[src/rtl/pc_pkg.sv]
`default_nettype none
// ============================================================================
// pc_pkg : redirect kinds, default parameters and the request priority encoder
// Rev 1.0
// ============================================================================
package pc_pkg;

  localparam int DEF_ADDR_W    = 16;
  localparam int DEF_STEP      = 4;
  localparam int DEF_RESET_VEC = 0;
  localparam int DEF_RAS_DEPTH = 4;

  typedef enum logic [2:0] {
    PC_HOLD   = 3'd0,
    PC_SEQ    = 3'd1,
    PC_BRANCH = 3'd2,
    PC_JUMP   = 3'd3,
    PC_CALL   = 3'd4,
    PC_RET    = 3'd5
  } pc_kind_e;

  // Highest-priority request wins; everything below it is dropped.
  function automatic pc_kind_e pc_select(input logic stall, input logic ret,
                                         input logic call, input logic jump,
                                         input logic branch);
    if (stall)       return PC_HOLD;
    else if (ret)    return PC_RET;
    else if (call)   return PC_CALL;
    else if (jump)   return PC_JUMP;
    else if (branch) return PC_BRANCH;
    else             return PC_SEQ;
  endfunction

endpackage
`default_nettype wire

[src/rtl/pc_ras.sv]
`default_nettype none
// ============================================================================
// pc_ras : circular return-address LIFO; a push when full overwrites the oldest
// Rev 1.0
// ============================================================================
module pc_ras
  import pc_pkg::*;
#(
  parameter int ADDR_W    = DEF_ADDR_W,
  parameter int RAS_DEPTH = DEF_RAS_DEPTH
) (
  input  logic              clk,
  input  logic              rst_n,
  input  logic              push_i,
  input  logic              pop_i,
  input  logic [ADDR_W-1:0] data_i,
  output logic [ADDR_W-1:0] top_o,
  output logic              empty_o,
  output logic              full_o
);

  localparam int PTR_W = $clog2(RAS_DEPTH);
  localparam int CNT_W = $clog2(RAS_DEPTH + 1);
  localparam logic [CNT_W-1:0] CNT_FULL = CNT_W'(RAS_DEPTH);

  logic [ADDR_W-1:0] mem_q [RAS_DEPTH];
  logic [PTR_W-1:0]  sp_q, sp_d;
  logic [CNT_W-1:0]  cnt_q, cnt_d;

  assign empty_o = (cnt_q == '0);
  assign full_o  = (cnt_q == CNT_FULL);
  assign top_o   = mem_q[sp_q - PTR_W'(1)];

  // sp_q is the next write slot; when full it also addresses the oldest entry.
  always_comb begin
    sp_d  = sp_q;
    cnt_d = cnt_q;
    if (push_i) begin
      sp_d = sp_q + PTR_W'(1);
      if (!full_o) cnt_d = cnt_q + CNT_W'(1);
    end else if (pop_i && !empty_o) begin
      sp_d  = sp_q - PTR_W'(1);
      cnt_d = cnt_q - CNT_W'(1);
    end
  end

  always_ff @(posedge clk) begin
    if (!rst_n) begin
      sp_q  <= '0;
      cnt_q <= '0;
    end else begin
      sp_q  <= sp_d;
      cnt_q <= cnt_d;
    end
  end

  always_ff @(posedge clk) begin
    if (rst_n && push_i) mem_q[sp_q] <= data_i;
  end

endmodule
`default_nettype wire

[src/rtl/pc_sequencer.sv]
`default_nettype none
// ============================================================================
// pc_sequencer : program counter with branch/jump/call/return redirects.
// Return-address stack present only when PC_RAS_EN is defined.   Rev 1.0
// ============================================================================
module pc_sequencer
  import pc_pkg::*;
#(
  parameter int                ADDR_W    = DEF_ADDR_W,
  parameter int                STEP      = DEF_STEP,
  parameter logic [ADDR_W-1:0] RESET_VEC = ADDR_W'(DEF_RESET_VEC),
  parameter int                RAS_DEPTH = DEF_RAS_DEPTH
) (
  input  logic              clk,
  input  logic              rst_n,
  input  logic              stall,
  input  logic              branch_en,
  input  logic [ADDR_W-1:0] branch_offset,
  input  logic              jump_en,
  input  logic [ADDR_W-1:0] jump_target,
  input  logic              call_en,
  input  logic              ret_en,
  output logic [ADDR_W-1:0] pc,
  output logic [ADDR_W-1:0] next_pc,
  output logic              ras_empty,
  output logic              ras_full,
  output logic              ras_ovf,
  output logic              ras_unf
);

`ifdef PC_RAS_EN
  localparam bit RAS_ON = 1'b1;
`else
  localparam bit RAS_ON = 1'b0;
`endif
  localparam logic [ADDR_W-1:0] STEP_V = ADDR_W'(STEP);

  pc_kind_e          kind;
  logic              ret_req;
  logic [ADDR_W-1:0] pc_q, pc_d, ret_pc;

  assign pc      = pc_q;
  assign next_pc = pc_q + STEP_V;
  // Without the stack a return request simply does not exist.
  assign ret_req = ret_en & RAS_ON;
  assign kind    = pc_select(stall, ret_req, call_en, jump_en, branch_en);

  always_comb begin
    pc_d = pc_q;
    case (kind)
      PC_HOLD:          pc_d = pc_q;
      PC_SEQ:           pc_d = next_pc;
      PC_BRANCH:        pc_d = pc_q + branch_offset;
      PC_JUMP, PC_CALL: pc_d = jump_target;
      PC_RET:           pc_d = ret_pc;
      default:          pc_d = pc_q;
    endcase
  end

  always_ff @(posedge clk) begin
    if (!rst_n) pc_q <= RESET_VEC;
    else        pc_q <= pc_d;
  end

`ifdef PC_RAS_EN
  logic              ras_push, ras_pop;
  logic [ADDR_W-1:0] ras_top;
  logic              ovf_q, unf_q;

  assign ras_push = (kind == PC_CALL);
  assign ras_pop  = (kind == PC_RET) && !ras_empty;
  // Return with nothing stacked falls through to the sequential address.
  assign ret_pc   = ras_empty ? next_pc : ras_top;

  pc_ras #(
    .ADDR_W   (ADDR_W),
    .RAS_DEPTH(RAS_DEPTH)
  ) u_ras (
    .clk    (clk),
    .rst_n  (rst_n),
    .push_i (ras_push),
    .pop_i  (ras_pop),
    .data_i (next_pc),
    .top_o  (ras_top),
    .empty_o(ras_empty),
    .full_o (ras_full)
  );

  always_ff @(posedge clk) begin
    if (!rst_n) begin
      ovf_q <= 1'b0;
      unf_q <= 1'b0;
    end else begin
      ovf_q <= ras_push && ras_full;
      unf_q <= (kind == PC_RET) && ras_empty;
    end
  end

  assign ras_ovf = ovf_q;
  assign ras_unf = unf_q;
`else
  assign ret_pc    = next_pc;
  assign ras_empty = 1'b1;
  assign ras_full  = 1'b0;
  assign ras_ovf   = 1'b0;
  assign ras_unf   = 1'b0;
`endif

endmodule
`default_nettype wire
[config.mk]
export PLATFORM = sky130hd
export DESIGN_NAME = pc_sequencer
export DESIGN_NICKNAME = d
export VERILOG_FILES = /design/src/rtl/pc_pkg.sv /design/src/rtl/pc_ras.sv /design/src/rtl/pc_sequencer.sv
export SDC_FILE = /design/constraint.sdc
export NUM_CORES = 1
export LEC_CHECK = 0
export ABC_AREA = 1
export CAP_MARGIN = 20
export CORE_MARGIN = 10
export CORE_UTILIZATION = 45
export CTS_CLUSTER_SIZE = 28
export DETAILED_ROUTE_END_ITERATION = 7
export GPL_TIMING_DRIVEN = 0
export HOLD_SLACK_MARGIN = 0.05
export PLACE_DENSITY = 0.85
export SLEW_MARGIN = 15
export SYNTH_ARGS = -nofsm -noshare
export SYNTH_HDL_FRONTEND = slang
export SYNTH_SLANG_ARGS = --single-unit
[constraint.sdc]
create_clock -name clk -period 2.2 [get_ports clk]
set_input_delay 0.22 -clock clk [delete_from_list [all_inputs] [get_ports clk]]
set_output_delay 0.22 -clock clk [all_outputs]
set_load 0.02 [all_outputs]
==> impl_metrics.env, run 1 <==
export IMPL_io_pins=75
export IMPL_reg2regPathDepth=11
export IMPL_min_path_type="input pin to flip-flop"
export IMPL_clk_latency_ns=0.26
export IMPL_min_to="pc[1]"
export IMPL_yosys_warnings=0
export IMPL_drv_slew=0
export IMPL_top_usage_layer="met2"
export IMPL_drt_iter0_markers=136
export IMPL_holdWs_ns=0.547
export IMPL_cts_clk_slew_worst_paths_ns=0.07
export IMPL_met1_usage=0.194
export IMPL_largest_register_ffs=16
export IMPL_wire_per_inst_um=14.7
export IMPL_numCtsBuffers=3
export IMPL_leakage_nw=1.44
export IMPL_dp_cells=450
export IMPL_rsz0062_at_grt="no"
export IMPL_p_per_area_nw_per_um2=464
export IMPL_synthAdderAreaFrac=0.110
export IMPL_layout_min_cycle_time_ns=2.06
export IMPL_first_pass_iters=4
export IMPL_status="complete, no violations"
export IMPL_synth_xor_area_frac=0.0566
export IMPL_vias=2418
export IMPL_synth_top_area_cell="nand2_1"
export IMPL_cp_required_ns=1.98
export IMPL_routabilityCongestion=0.898
export IMPL_ant_nets=0
export IMPL_tritoncts="done"
export IMPL_critPathLaunchType="flip-flop"
export IMPL_finish_utilization=0.653
export IMPL_critPathMaxFanout=6
export IMPL_holdBufCountCts=0
export IMPL_fin_area_um2=2850
export IMPL_rr_endpoint="pc[12]"
export IMPL_grt_ovfl_total=0
export IMPL_clock_skew_ns=0.00427
export IMPL_cts_max_path_buffers=2
export IMPL_syn_cell_area_um2=2010
export IMPL_synth_distinct_cells=40
export IMPL_start_util=0.462
export IMPL_coreArea_um2=4350
export IMPL_met2_usage=0.285
export IMPL_ir_worst_vdd_v=0.000281
export IMPL_synthCells=327
export IMPL_root_buffer="clkbuf_8"
export IMPL_grt_pass1_vias=2371
export IMPL_seq_area_frac_synth=0.159
export IMPL_fp_dieW_um=86.8
export IMPL_cp_slowest_cell="clkdlybuf4s50_1"
export IMPL_num_antenna_cells=0
export IMPL_r2r_slack_ns=0.29
export IMPL_setup_viol=0
export IMPL_placed_area_um2=2770
export IMPL_synth_seq_cells=16
export IMPL_wl_um=6690
export IMPL_cts_max_level=1
export IMPL_synthSimpleGateAreaFrac=0.365
export IMPL_post_cts_buffers=0
export IMPL_die_h_um=86.8
export IMPL_crit_buf_inv=1
export IMPL_clkSinkCount=16
export IMPL_r2r_start="pc[0]"
export IMPL_syn_avg_cell_area_um2=6.15
export IMPL_synth_top_cell_area_share=0.177
export IMPL_grt_max_degree=11
export IMPL_grt_pass1_wl_um=10700
export IMPL_synth_mux_area_frac=0
export IMPL_cap_violations=0
export IMPL_cp_arrival_ns=1.84
export IMPL_synth_compound_area_frac=0.192
export IMPL_grt_total_usage=0.170
export IMPL_nets=459
export IMPL_fin_cells=454
export IMPL_area_delta_synth_final_pct=41.5
export IMPL_antenna_found_initial=0
export IMPL_finalHoldViolations=0
export IMPL_max_freq_mhz=486
export IMPL_dieArea_um2=7540
export IMPL_dpl_worst_slack_ns=-0.0627
export IMPL_portBuffers=69
export IMPL_use_met3=0.0704
export IMPL_core_rowCount=24
export IMPL_holdPathStages=3
export IMPL_fin_ws_ns=0.143
export IMPL_path_cells="nand2_1 > nor2_4 > xor2_1 > clkdlybuf4s50_1"
export IMPL_drc=0
export IMPL_crit_type="flip-flop to output pin"
export IMPL_synth_top_family_by_area="simple AND/OR/NAND/NOR gates"
export IMPL_end_kind="output pin"
export IMPL_fillers=400
export IMPL_min_from="jump_target[1]"
export IMPL_drive_gt1_frac=0.124
export IMPL_fin_crit_sh=0.935
export IMPL_vias_per_cell=5.33
export IMPL_dp_hpwl_um=5460
export IMPL_slowest_delay_ns=0.64
export IMPL_synth_area_leaders="nand2_1 (18%), dfxtp_1 (16%), ha_1 (10%), inv_1 (6.3%), nand3_1 (6.0%)"
export IMPL_cp_top_family="buffers and inverters"
power breakdown:
group / switching (mW) / total [mW] / internal (mW)
clock: 0.109 / 0.268 / 0.159
sequential: 0.0503 / 0.371 / 0.321
combinational: 0.377 / 0.682 / 0.305
worst min-delay path, stage by stage:
cell,delay (ns)
clkdlybuf4s50_1,0.40
nand2_1,0.06
a31oi_1,0.07
placed cells by master, fill, tap and decap left out, drive strengths merged, types with 3 or more instances in the layout:
cell,synthesis,final
conb,2,4
nand2,98,98
clkbuf,3,8
clkdlybuf4s50,0,60
buf,10,10
nand4,4,4
a31oi,5,5
dlymetal6s2s,0,5
nor3,4,4
nor2,24,24
o21ai,19,19
a21oi,26,26
nand3,25,25
xnor2,5,5
inv,40,40
ha,16,16
dfxtp,16,16
xor2,8,8
a22oi,3,3
and2,4,4
dlygate4sd2,0,3
o21bai,3,3
stage by stage:
stage	setup TNS, ns	total power, mW
after floorplan	0	0.780
after global placement	-0.0123	1.04
after detailed placement	-0.0911	1.06
after CTS	0	1.32
after global routing	0	1.41
final	0	1.32
logic make-up (layout without fill, tap and decap cells):
logic type / count (synthesis) / in the layout
AO/OA/AOI/OAI: 63 / 63
XOR/XNOR: 13 / 13
adder cells (fa/ha/maj): 17 / 17
buffers and inverters: 53 / 126
flip-flops: 16 / 16
other: 2 / 4
AND/OR/NAND/NOR: 163 / 163
metal layers:
layer,vias up,wire [µm]
met5,-,0
met4,0,132
met3,12,774
met2,131,3050
met1,1062,2730
li1,1213,-
synthesized netlist by cell type, drive strengths merged:
library cell / instances
nand3b: 2
a21boi: 1
inv: 40
nand2: 98
nand3: 25
and2: 4
o21a: 2
xor2: 8
a22oi: 3
ha: 16
fa: 1
nand4: 4
o21ai: 19
o21bai: 3
or2: 2
a21oi: 26
a221oi: 1
xnor2: 5
nor3: 4
clkbuf: 3
a21o: 1
nor2: 24
dfxtp: 16
conb: 2
o211ai: 2
a31oi: 5
buf: 10
how the worst max path moves through the flow:
stage / end / from / cells after the start
global route: next_pc[12] / pc[2] / 8
global placement: next_pc[12] / pc[2] / 8
floorplan: pc[10] / pc[2] / 9
finish: next_pc[7] / pc[5] / 4
CTS: next_pc[13] / pc[10] / 6
detailed placement: next_pc[12] / pc[2] / 8
what timing repair did:
action | CTS | global route
hold endpoints to repair | 0 | 0
pin swaps | 0 | 0
resized for setup | 12 | 9
cloned | 0 | 0
setup endpoints to repair | 9 | 6
layout make-up:
cell class / count / area [µm²] / share of cell area
buffer: 13 / 78.8 / 0.0277
sequential: 16 / 333 / 0.117
timing repair buffer: 69 / 694 / 0.244
clock buffer: 4 / 55.1 / 0.0193
tap: 52 / 65.1 / 0.0229
inverter: 40 / 150 / 0.0528
multi-input combinational: 260 / 1470 / 0.516
(Power assumes the default switching activity.)
==> run 2: changes to the inputs <==
==> constraint.sdc (replaced) <==
create_clock -name clk -period 2.1 [get_ports clk]
set_input_delay 0.21 -clock clk [delete_from_list [all_inputs] [get_ports clk]]
set_output_delay 0.21 -clock clk [all_outputs]
set_load 0.02 [all_outputs]
==> run 2 against run 1 <==
Highest routed layer unchanged. Largest cell class unchanged. Design area rose by 0.44%. Die area did not move. Sequential share of layout area rose by 0.12 points. Non-clock buffer count did not move.
==> impl_metrics.env, run 2 (synthesized netlist as in run 1, its figures left out) <==
export IMPL_critPathLaunchType="flip-flop"
export IMPL_grt_ovfl_total=0
export IMPL_coreArea_um2=4350
export IMPL_fin_ws_ns=0.107
export IMPL_min_from="jump_target[1]"
export IMPL_drt_iter0_markers=135
export IMPL_wire_per_inst_um=14.8
export IMPL_fp_dieW_um=86.8
export IMPL_dp_cells=450
export IMPL_dieArea_um2=7540
export IMPL_tightestPinTransition_ns=0.505
export IMPL_r2r_slack_ns=0.24
export IMPL_holdPathStages=3
export IMPL_path_cells="nand2_1 > nor2_4 > nand2_2 > nor2_1 > nand2_1 > and2_1 > dlygate4sd2_1"
export IMPL_end_kind="output pin"
export IMPL_core_rowCount=24
export IMPL_cp_required_ns=1.89
export IMPL_dpl_worst_slack_ns=-0.153
export IMPL_die_h_um=86.8
export IMPL_cp_slowest_cell="dfxtp_2"
export IMPL_max_freq_mhz=502
export IMPL_reg2regPathDepth=11
export IMPL_fin_cells=454
export IMPL_p_per_area_nw_per_um2=485
export IMPL_io_pins=75
export IMPL_cts_max_path_buffers=2
export IMPL_holdBufCountCts=0
export IMPL_crit_buf_inv=1
export IMPL_grt_total_usage=0.170
export IMPL_cap_violations=0
export IMPL_nets=459
export IMPL_largest_register_ffs=16
export IMPL_wl_um=6730
export IMPL_grt_max_degree=11
export IMPL_fillers=400
export IMPL_routabilityCongestion=0.898
export IMPL_slowest_delay_ns=0.44
export IMPL_fin_area_um2=2860
export IMPL_fin_crit_sh=0.949
export IMPL_crit_type="flip-flop to output pin"
export IMPL_cp_common_cell="nand2_1"
export IMPL_seqCellArea_um2=338
export IMPL_grt_pass1_wl_um=10700
export IMPL_status="complete, no violations"
export IMPL_vias_per_cell=5.33
export IMPL_root_buffer="clkbuf_8"
export IMPL_first_pass_iters=4
export IMPL_drc=0
export IMPL_multiInputGateArea_um2=1490
export IMPL_clk_latency_ns=0.26
export IMPL_clkSinkCount=16
export IMPL_min_path_type="input pin to flip-flop"
export IMPL_antenna_found_initial=0
export IMPL_slew_headroom=0.664
export IMPL_start_util=0.462
export IMPL_r2r_start="pc[0]"
export IMPL_final_common_cell="nand2_1"
export IMPL_area_delta_synth_final_pct=42.1
export IMPL_vias=2422
export IMPL_ant_nets=0
export IMPL_portBuffers=69
export IMPL_clock_skew_ns=0.00382
export IMPL_layout_cells_most_common_list="nand2_1 (95), clkdlybuf4s50_1 (59), inv_1 (33)"
export IMPL_layout_min_cycle_time_ns=1.99
export IMPL_fin_setup_tns_ns=0
export IMPL_drive_gt1_frac=0.134
export IMPL_tritoncts="done"
export IMPL_ir_worst_vdd_v=0.000295
export IMPL_dp_hpwl_um=5460
export IMPL_leakage_nw=1.39
export IMPL_critPathMaxFanout=6
export IMPL_num_antenna_cells=0
export IMPL_placed_area_um2=2770
export IMPL_cts_max_level=1
export IMPL_cts_clk_slew_worst_paths_ns=0.07
export IMPL_holdWs_ns=0.537
export IMPL_rr_endpoint="pc[12]"
export IMPL_numCtsBuffers=3
export IMPL_cp_arrival_ns=1.78
export IMPL_min_to="pc[1]"
export IMPL_setup_viol=0
export IMPL_grt_pass1_vias=2377
export IMPL_drv_slew=0
export IMPL_cp_top_family="simple AND/OR/NAND/NOR gates"
export IMPL_finalHoldViolations=0
[run 2: cell types whose count changed in the layout (fill, tap and decap cells not counted), moves of 2 or more]
cell	delta
dfxtp_4	+2
dlymetal6s2s_1	-4
dfxtp_2	-2
dlygate4sd2_1	+5
[run 2: report_power, final]
part | internal [mW] | switching [mW]
combinational | 0.317 | 0.395
clock | 0.167 | 0.115
sequential | 0.335 | 0.0554
[run 2: how the worst max path moves through the flow]
stage,end,from,slack [ns],cells after the start
6_report,next_pc[13],pc[5],0.11,7
5_1_grt,next_pc[12],pc[2],-0.01,8
4_1_cts,next_pc[12],pc[2],0.02,8
3_5_place_dp,next_pc[12],pc[2],-0.15,8
3_3_place_gp,next_pc[12],pc[2],-0.10,8
2_1_floorplan,pc[10],pc[2],0.26,9
[run 2: layout make-up]
| class | instances | share of cell area |
|---|---|---|
| Inverter | 40 | 0.0525 |
| Clock buffer | 4 | 0.0193 |
| Tap cell | 52 | 0.0228 |
| Timing Repair Buffer | 69 | 0.239 |
| Multi-Input combinational cell | 260 | 0.520 |
| Buffer | 13 | 0.0276 |
| Sequential cell | 16 | 0.118 |
[run 2: metrics by stage]
step / power [mW] / util
final: 1.38 / 0.656
after global routing: 1.48 / 0.656
after floorplan: 0.818 / -
after detailed placement: 1.11 / 0.637
after CTS: 1.38 / 0.651
after global placement: 1.09 / 0.637
[run 2: routing by layer]
layer / part of all wire / global-route usage
met2: 0.47 / 0.286
met3: 0.11 / 0.0704
met5: 0 / 0
met1: 0.41 / 0.194
met4: 0.014 / 0.0442
[run 2: repair_timing]
action | CTS | global route
gates cloned | 0 | 0
pin swaps | 0 | 1
endpoints found under the setup margin | 10 | 5
setup buffers | 0 | 0
gates resized for setup | 21 | 8
[run 2: worst min-delay path, cell delays in order]
cell,delay (ns)
clkdlybuf4s50_1,0.40
nand2_1,0.06
a31oi_1,0.07
